===== src/rtl/wptr_full.sv =====
// Write-side pointer and full-flag generator for a dual-clock FIFO.
// Keeps the binary write address and the Gray write pointer. Brings the
// reader's Gray pointer into wclk through a two-flop synchronizer, and
// derives registered full, almost-full, fill level and a sticky overflow
// flag from the two pointers.
module wptr_full #(
    parameter int ADDRSIZE     = 4,
    parameter int AFULL_THRESH = 2
) (
    input  logic                wclk,
    input  logic                wrst,
    input  logic                winc,
    input  logic [ADDRSIZE:0]   rptr,
    input  logic                woverflow_clr,
    output logic                wen,
    output logic [ADDRSIZE-1:0] waddr,
    output logic [ADDRSIZE:0]   wptr,
    output logic                wfull,
    output logic                wafull,
    output logic [ADDRSIZE:0]   wlevel,
    output logic                woverflow
);

    localparam int DEPTH = 1 << ADDRSIZE;

    // The free-slot count uses one extra bit so that DEPTH - level cannot
    // wrap, even when the threshold is DEPTH itself.
    localparam logic [ADDRSIZE+1:0] DEPTH_X  = (ADDRSIZE+2)'(DEPTH);
    localparam logic [ADDRSIZE+1:0] THRESH_X = (ADDRSIZE+2)'(AFULL_THRESH);

    logic [ADDRSIZE:0]   wbin;
    logic [ADDRSIZE:0]   wbnext;
    logic [ADDRSIZE:0]   wgnext;
    logic [ADDRSIZE:0]   wq1_rptr;
    logic [ADDRSIZE:0]   wq2_rptr;
    logic [ADDRSIZE:0]   rbin_s;
    logic [ADDRSIZE:0]   lvl_next;
    logic [ADDRSIZE:0]   full_cmp;
    logic [ADDRSIZE+1:0] free_next;
    logic                wfull_next;
    logic                wafull_next;

    // Gray to binary: each binary bit is the XOR of all Gray bits at or
    // above it, starting from the MSB.
    function automatic logic [ADDRSIZE:0] gray2bin(input logic [ADDRSIZE:0] g);
        logic [ADDRSIZE:0] b;
        b[ADDRSIZE] = g[ADDRSIZE];
        for (int i = ADDRSIZE - 1; i >= 0; i--) begin
            b[i] = b[i+1] ^ g[i];
        end
        return b;
    endfunction

    // A write is dropped while full, so the pointers hold.
    assign wen    = winc & ~wfull;
    assign waddr  = wbin[ADDRSIZE-1:0];

    assign wbnext = wbin + {{ADDRSIZE{1'b0}}, wen};
    assign wgnext = (wbnext >> 1) ^ wbnext;

    // Only the second synchronizer stage is used. Occupancy is therefore
    // judged against a read pointer up to two edges old, which can only
    // overstate it.
    assign rbin_s   = gray2bin(wq2_rptr);
    assign lvl_next = wbnext - rbin_s;

    // Full means the writer is one lap ahead: in Gray code that is the two
    // MSBs inverted and the rest equal. The extra MSB keeps a wrapped
    // pointer from looking like full.
    assign full_cmp   = {~wq2_rptr[ADDRSIZE:ADDRSIZE-1], wq2_rptr[ADDRSIZE-2:0]};
    assign wfull_next = (wgnext == full_cmp);

    // At full the free count is zero, so full always implies almost-full.
    assign free_next   = DEPTH_X - {1'b0, lvl_next};
    assign wafull_next = (free_next <= THRESH_X);

    // Two-flop synchronizer bringing the read pointer into wclk.
    always_ff @(posedge wclk) begin
        if (wrst) begin
            wq1_rptr <= '0;
            wq2_rptr <= '0;
        end else begin
            wq1_rptr <= rptr;
            wq2_rptr <= wq1_rptr;
        end
    end

    // Binary address and Gray pointer advance together on every accepted write.
    always_ff @(posedge wclk) begin
        if (wrst) begin
            wbin <= '0;
            wptr <= '0;
        end else begin
            wbin <= wbnext;
            wptr <= wgnext;
        end
    end

    // Registered status flags and level. For overflow, a set in the same
    // cycle as a clear wins.
    always_ff @(posedge wclk) begin
        if (wrst) begin
            wfull     <= 1'b0;
            wafull    <= 1'b0;
            wlevel    <= '0;
            woverflow <= 1'b0;
        end else begin
            wfull     <= wfull_next;
            wafull    <= wafull_next;
            wlevel    <= lvl_next;
            woverflow <= (winc & wfull) | (woverflow & ~woverflow_clr);
        end
    end

endmodule


===== config.mk =====
export PLATFORM = sky130hd
export DESIGN_NAME = wptr_full
export DESIGN_NICKNAME = d
export VERILOG_FILES = /design/src/rtl/wptr_full.sv
export SDC_FILE = /design/constraint.sdc
export NUM_CORES = 1
export LEC_CHECK = 0
export BUFFER_PORTS_ARGS = -buffer_cell sky130_fd_sc_hd__buf_2
export CAP_MARGIN = 40
export CELL_PAD_IN_SITES_DETAIL_PLACEMENT = 1
export CELL_PAD_IN_SITES_GLOBAL_PLACEMENT = 1
export CORE_ASPECT_RATIO = 1.4
export CORE_MARGIN = 10
export CORE_UTILIZATION = 40
export CTS_BUF_LIST = sky130_fd_sc_hd__clkbuf_4 sky130_fd_sc_hd__clkbuf_8
export CTS_CLUSTER_SIZE = 8
export DETAILED_ROUTE_END_ITERATION = 8
export GPL_TIMING_DRIVEN = 0
export PLACE_DENSITY = 0.83
export SLEW_MARGIN = 5
export SYNTH_ARGS = -nofsm -noshare
export SYNTH_HDL_FRONTEND = slang
export SYNTH_SLANG_ARGS = --single-unit

===== constraint.sdc =====
create_clock -name wclk -period 4.1 [get_ports wclk]
set_input_delay 0.41 -clock wclk [delete_from_list [all_inputs] [get_ports wclk]]
set_output_delay 0.41 -clock wclk [all_outputs]
set_load 0.01 [all_outputs]

---- Word-level counts from Yosys, hierarchy flattened ----
Index checks and enable logic that the tools add are counted.
cells by class
  add/sub/neg operators ................... 3
  eq/ne operators ......................... 1
  bitwise logic cells ..................... 12
  magnitude comparators ................... 1
operators by type and width
  kind                 count
  $le 6x2->1 const B   1
  $sub 5x5->6 const A  1
  $add 5x1->5          1
  $eq 5x5->1           1
  $sub 5x5->5          1
  $xor 4x5->5          1
  $xor 1x1->1          4
  $and 1x1->1          3
  $not 1->1            2
  $not 2->2            1
  $or 1x1->1           1
storage, ports and cells
  logic and storage cells ................. 25
  bits in registers ....................... 28
  input port bits ......................... 9
  output and inout bits ................... 18

---- Logic depth before layout (Yosys ltp) ----
  depth after elaboration ................. 7
  mapped depth ............................ 11
  gate-level depth less buffers ........... 11

---- Least setup slack after synthesis ----
OpenSTA, ideal clock, no wires.
  kind .................................... reg2reg
  from .................................... register wq2_rptr[4]
  to ...................................... register wafull
  library setup time ...................... 86 ps
  buffers on the path ..................... 0
  path slack .............................. 1121 ps
  stages on the path, launching flop included .. 12
  period minus slack after synthesis ...... 2979 ps
  required time ........................... 4014 ps
  data arrival time ....................... 2893 ps
  cells stage by stage .................... dfxtp_1 -> xnor3_2 -> xor2_1 -> xnor2_1 -> ha_1 -> inv_1 -> fa_1 -> and2_1 -> a221o_1 -> xor2_1 -> a211o_1 -> a221oi_2
on the way
  cells in the longest elaborated chain, start to end .. 7
RTL lines
  item                      line  RTL
  from (decl)               35    logic [ADDRSIZE:0] wq2_rptr;
  from (signal assigned)    84    wq2_rptr <= wq1_rptr;
  $xor 1x1->1 (4 in a row)  49    b[i] = b[i+1] ^ g[i];
  $sub 5x5->5 (*)           65    assign lvl_next = wbnext - rbin_s;
  $sub 5x5->6 (*)           74    assign free_next = DEPTH_X - {1'b0, lvl_next};
  $le 6x2->1 (*)            75    assign wafull_next = (free_next <= THRESH_X);
  to (signal assigned)      109   wafull <= wafull_next;
  to (decl)                 19    output logic wafull,
Every way passes the cells marked *; elsewhere a longest branch is shown, timed or not.
A chain may end at the register's enable or synchronous reset.

---- Worst setup path in the final report ----
Ends and elaborated chain as after synthesis.

==> flow_metrics.py <==
metrics = {
    "grt": {
        "antenna_found_initial": 0,
        "grt_use_met1": 0.1000,
        "grt_pass1_wl_um": 4588,
        "grtUsageMet2": 0.1887,
        "grt_overflow_total": 0,
        "grt_pass1_vias": 955,
        "met3_usage": 0.03091,
        "grt_max_degree": 16,
        "grt_util_all_layers": 0.1038,
        "grt-busiest-layer": "met2",
    },
    "synth": {
        "synth_top_area_cell": "dfxtp_1",
        "yosysMostFrequentCell": "dfxtp_1",
        "yosysSeqAreaShare": 0.4610,
        "ys_ff_latch": 27,
        "syn_nets": 129,
        "netlist.area_leader.share": 0.4610,
        "yosysWarnings": 0,
        "async_reset_ff_frac": 0,
        "synth_ff_type": "dfxtp_1",
        "syn_avg_cell_area_um2": 10.56,
        "synth_area_leaders": "dfxtp_1 46%, ha_1 8.5%, nor2b_1 6.9%",
        "synth_cell_type_count": 25,
        "synth_area_um2": 1172,
        "postSynthCellCount": 111,
        "synth_edf_count": 0,
        "synthTopCellsByCount": "27 x dfxtp_1, 13 x nor2b_1, 12 x nor2_1",
    },
    "worst_setup_path": {
        "cp-start-kind": "flop",
        "cp_max_fo": 3,
        "cp.arrival_ns": 3.44,
        "cp_slowest_cell": "xnor3_2",
        "crit_buf_inv": 1,
        "crit_required_ns": 4.29,
        "crit_path_frequent_cell": "xor2_1",
        "setup.worst_path.end_class": "flop",
        "critical_path.top_delay_family": "XOR/XNOR gates",
        "crit_chain": "xnor3_2 > xor2_1 > xnor2_1 > ha_1 > inv_1 > fa_1 > and2_1 > a221o_1 > xor2_1 > a211o_1 > a221oi_2",
        "slowest_delay_ns": 0.51,
        "worstSetupPathType": "reg2reg",
    },
    "clocking": {
        "clk_path_buf_depth": 2,
        "insertion_delay_ns": 0.27,
        "postCtsSetupRepairBufs": 0,
        "cts.repair.resized": 0,
        "cts_max_level": 1,
        "numCtsBuffers": 3,
        "clock-sinks": 27,
        "cts_root_buf": "clkbuf_8",
        "clk_pin_slew_ns": 0.09,
        "holdBufCountCts": 0,
        "cts_tree": "yes",
    },
    "floorplan": {
        "die_h_um": 84.06,
        "die_w_um": 65.76,
        "pin_count": 27,
        "initial_core_util": 0.4115,
        "row_count": 23,
        "core-area_um2": 2849,
        "design.die.area_um2": 5527,
    },
    "cells_and_area": {
        "antenna_cells": 0,
        "syn2layout_area_growth_pct": 19.00,
        "fillers": 334,
        "final_util": 0.4897,
        "final_cell_area_um2": 1395,
        "layout-drive-gt1-share": 0.2411,
        "nets": 160,
        "layout.cells.non_filler": 178,
    },
    "placement": {
        "dpl.cell_count": 174,
        "placed_area_um2": 1349,
        "dpl.hpwl_um": 2095,
        "gp_congestion": 0.7616,
        "port_buffers": 26,
        "pre_cts_ws_ns": 0.8330,
    },
    "timing": {
        "fin_ws_ns": 0.8463,
        "fin_crit_ns": 3.254,
        "drv_slew": 0,
        "rsz0062_at_grt": "false",
        "slew_headroom": 0.6296,
        "hold_viol": 0,
        "setup_viol": 0,
        "tns_ns": 0,
        "fin_skew_ns": 0.003193,
        "fin_crit_sh": 0.7936,
        "clock.fmax_mhz": 307.3,
        "whs_ns": 0.3433,
        "tightest_slew_ns": 0.5557,
    },
    "drt": {
        "drc_errors": 0,
        "routed_wl_um": 2576,
        "drt_iter0_drc": 19,
        "dr.pass1.iters": 3,
        "num_vias": 834,
        "via_per_inst": 4.685,
        "wl_per_cell_um": 14.47,
        "ant_nets": 0,
    },
    "power": {
        "power.leakage_nw": 0.6576,
        "peakVddDrop_mv": 0.2307,
        "p_total_mw": 0.6106,
        "p_per_area_nw_per_um2": 437.6,
    },
    "worst_hold_path": {
        "min_path_type": "in2reg",
    },
    "outcome": {
        "status": "finished clean",
    },
    "job": {
        "drv_cap": 0,
    },
}
-- placed cells by master, fill, tap and decap left out, types with 2 or more instances in the layout --
cell and count:
nand4_1 2, xnor3_2 2, nor2_1 12, inv_1 6, ha_1 8, xnor2_1 9, clkbuf_8 3, a21oi_1 3
nand2_1 3, dfxtp_1 27, buf_2 26, xor2_1 9, clkbuf_1 2, nor2b_1 13, nand3_1 3
-- state kept, by name, summed over array words and instances (netlist names) --
| register | count |
|---|---|
| wq1_rptr | 5 |
| wbin | 4 |
| wfull | 1 |
| woverflow | 1 |
| wptr | 5 |
| wq2_rptr | 5 |
| wlevel | 5 |
| wafull | 1 |
-- area by class of cell --
type	instances	area, um2	area share
Sequential cell	27	540.5	0.3874
Clock inverter	1	5.005	0.003587
Multi-Input combinational cell	76	601.8	0.4314
Timing Repair Buffer	26	130.1	0.09327
Clock buffer	3	41.29	0.02960
Inverter	6	22.52	0.01614
Buffer	2	7.507	0.005381
Tap cell	37	46.29	0.03318
-- logic make-up after synthesis --
family,count (synthesis),synth area share
simple gates,39,0.1740
flops,27,0.4610
xor+xnor,21,0.1889
fa+ha+maj,9,0.1025
buf+inv,8,0.02561
compound gates,7,0.04802
-- layer usage --
metal / routed length (um) / vias to the layer above
li1: - / 414
met1: 978 / 397
met2: 1434 / 19
met3: 135 / 4
met4: 27 / 0
met5: 0 / -
-- final timing paths --
path,cells past startpoint,start,slack (ns),to
max,11,wq2_rptr[4]$_SDFF_PP0_,0.85,wafull$_SDFF_PP0_
min,2,rptr[0],0.34,wq1_rptr[0]$_SDFF_PP0_
max reg2reg,11,wq2_rptr[4]$_SDFF_PP0_,0.85,wafull$_SDFF_PP0_
min reg2reg,1,wq1_rptr[1]$_SDFF_PP0_,0.44,wq2_rptr[1]$_SDFF_PP0_
-- report_power, final --
part	switching (mW)	internal (mW)	leakage [nW]	total (mW)
Clock	0.0806	0.0680	0.0255	0.149
Combinational	0.0957	0.0743	0.410	0.170
Sequential	0.00782	0.284	0.222	0.292
Total	0.184	0.426	0.658	0.611
Power figures use the tool's default switching activity.
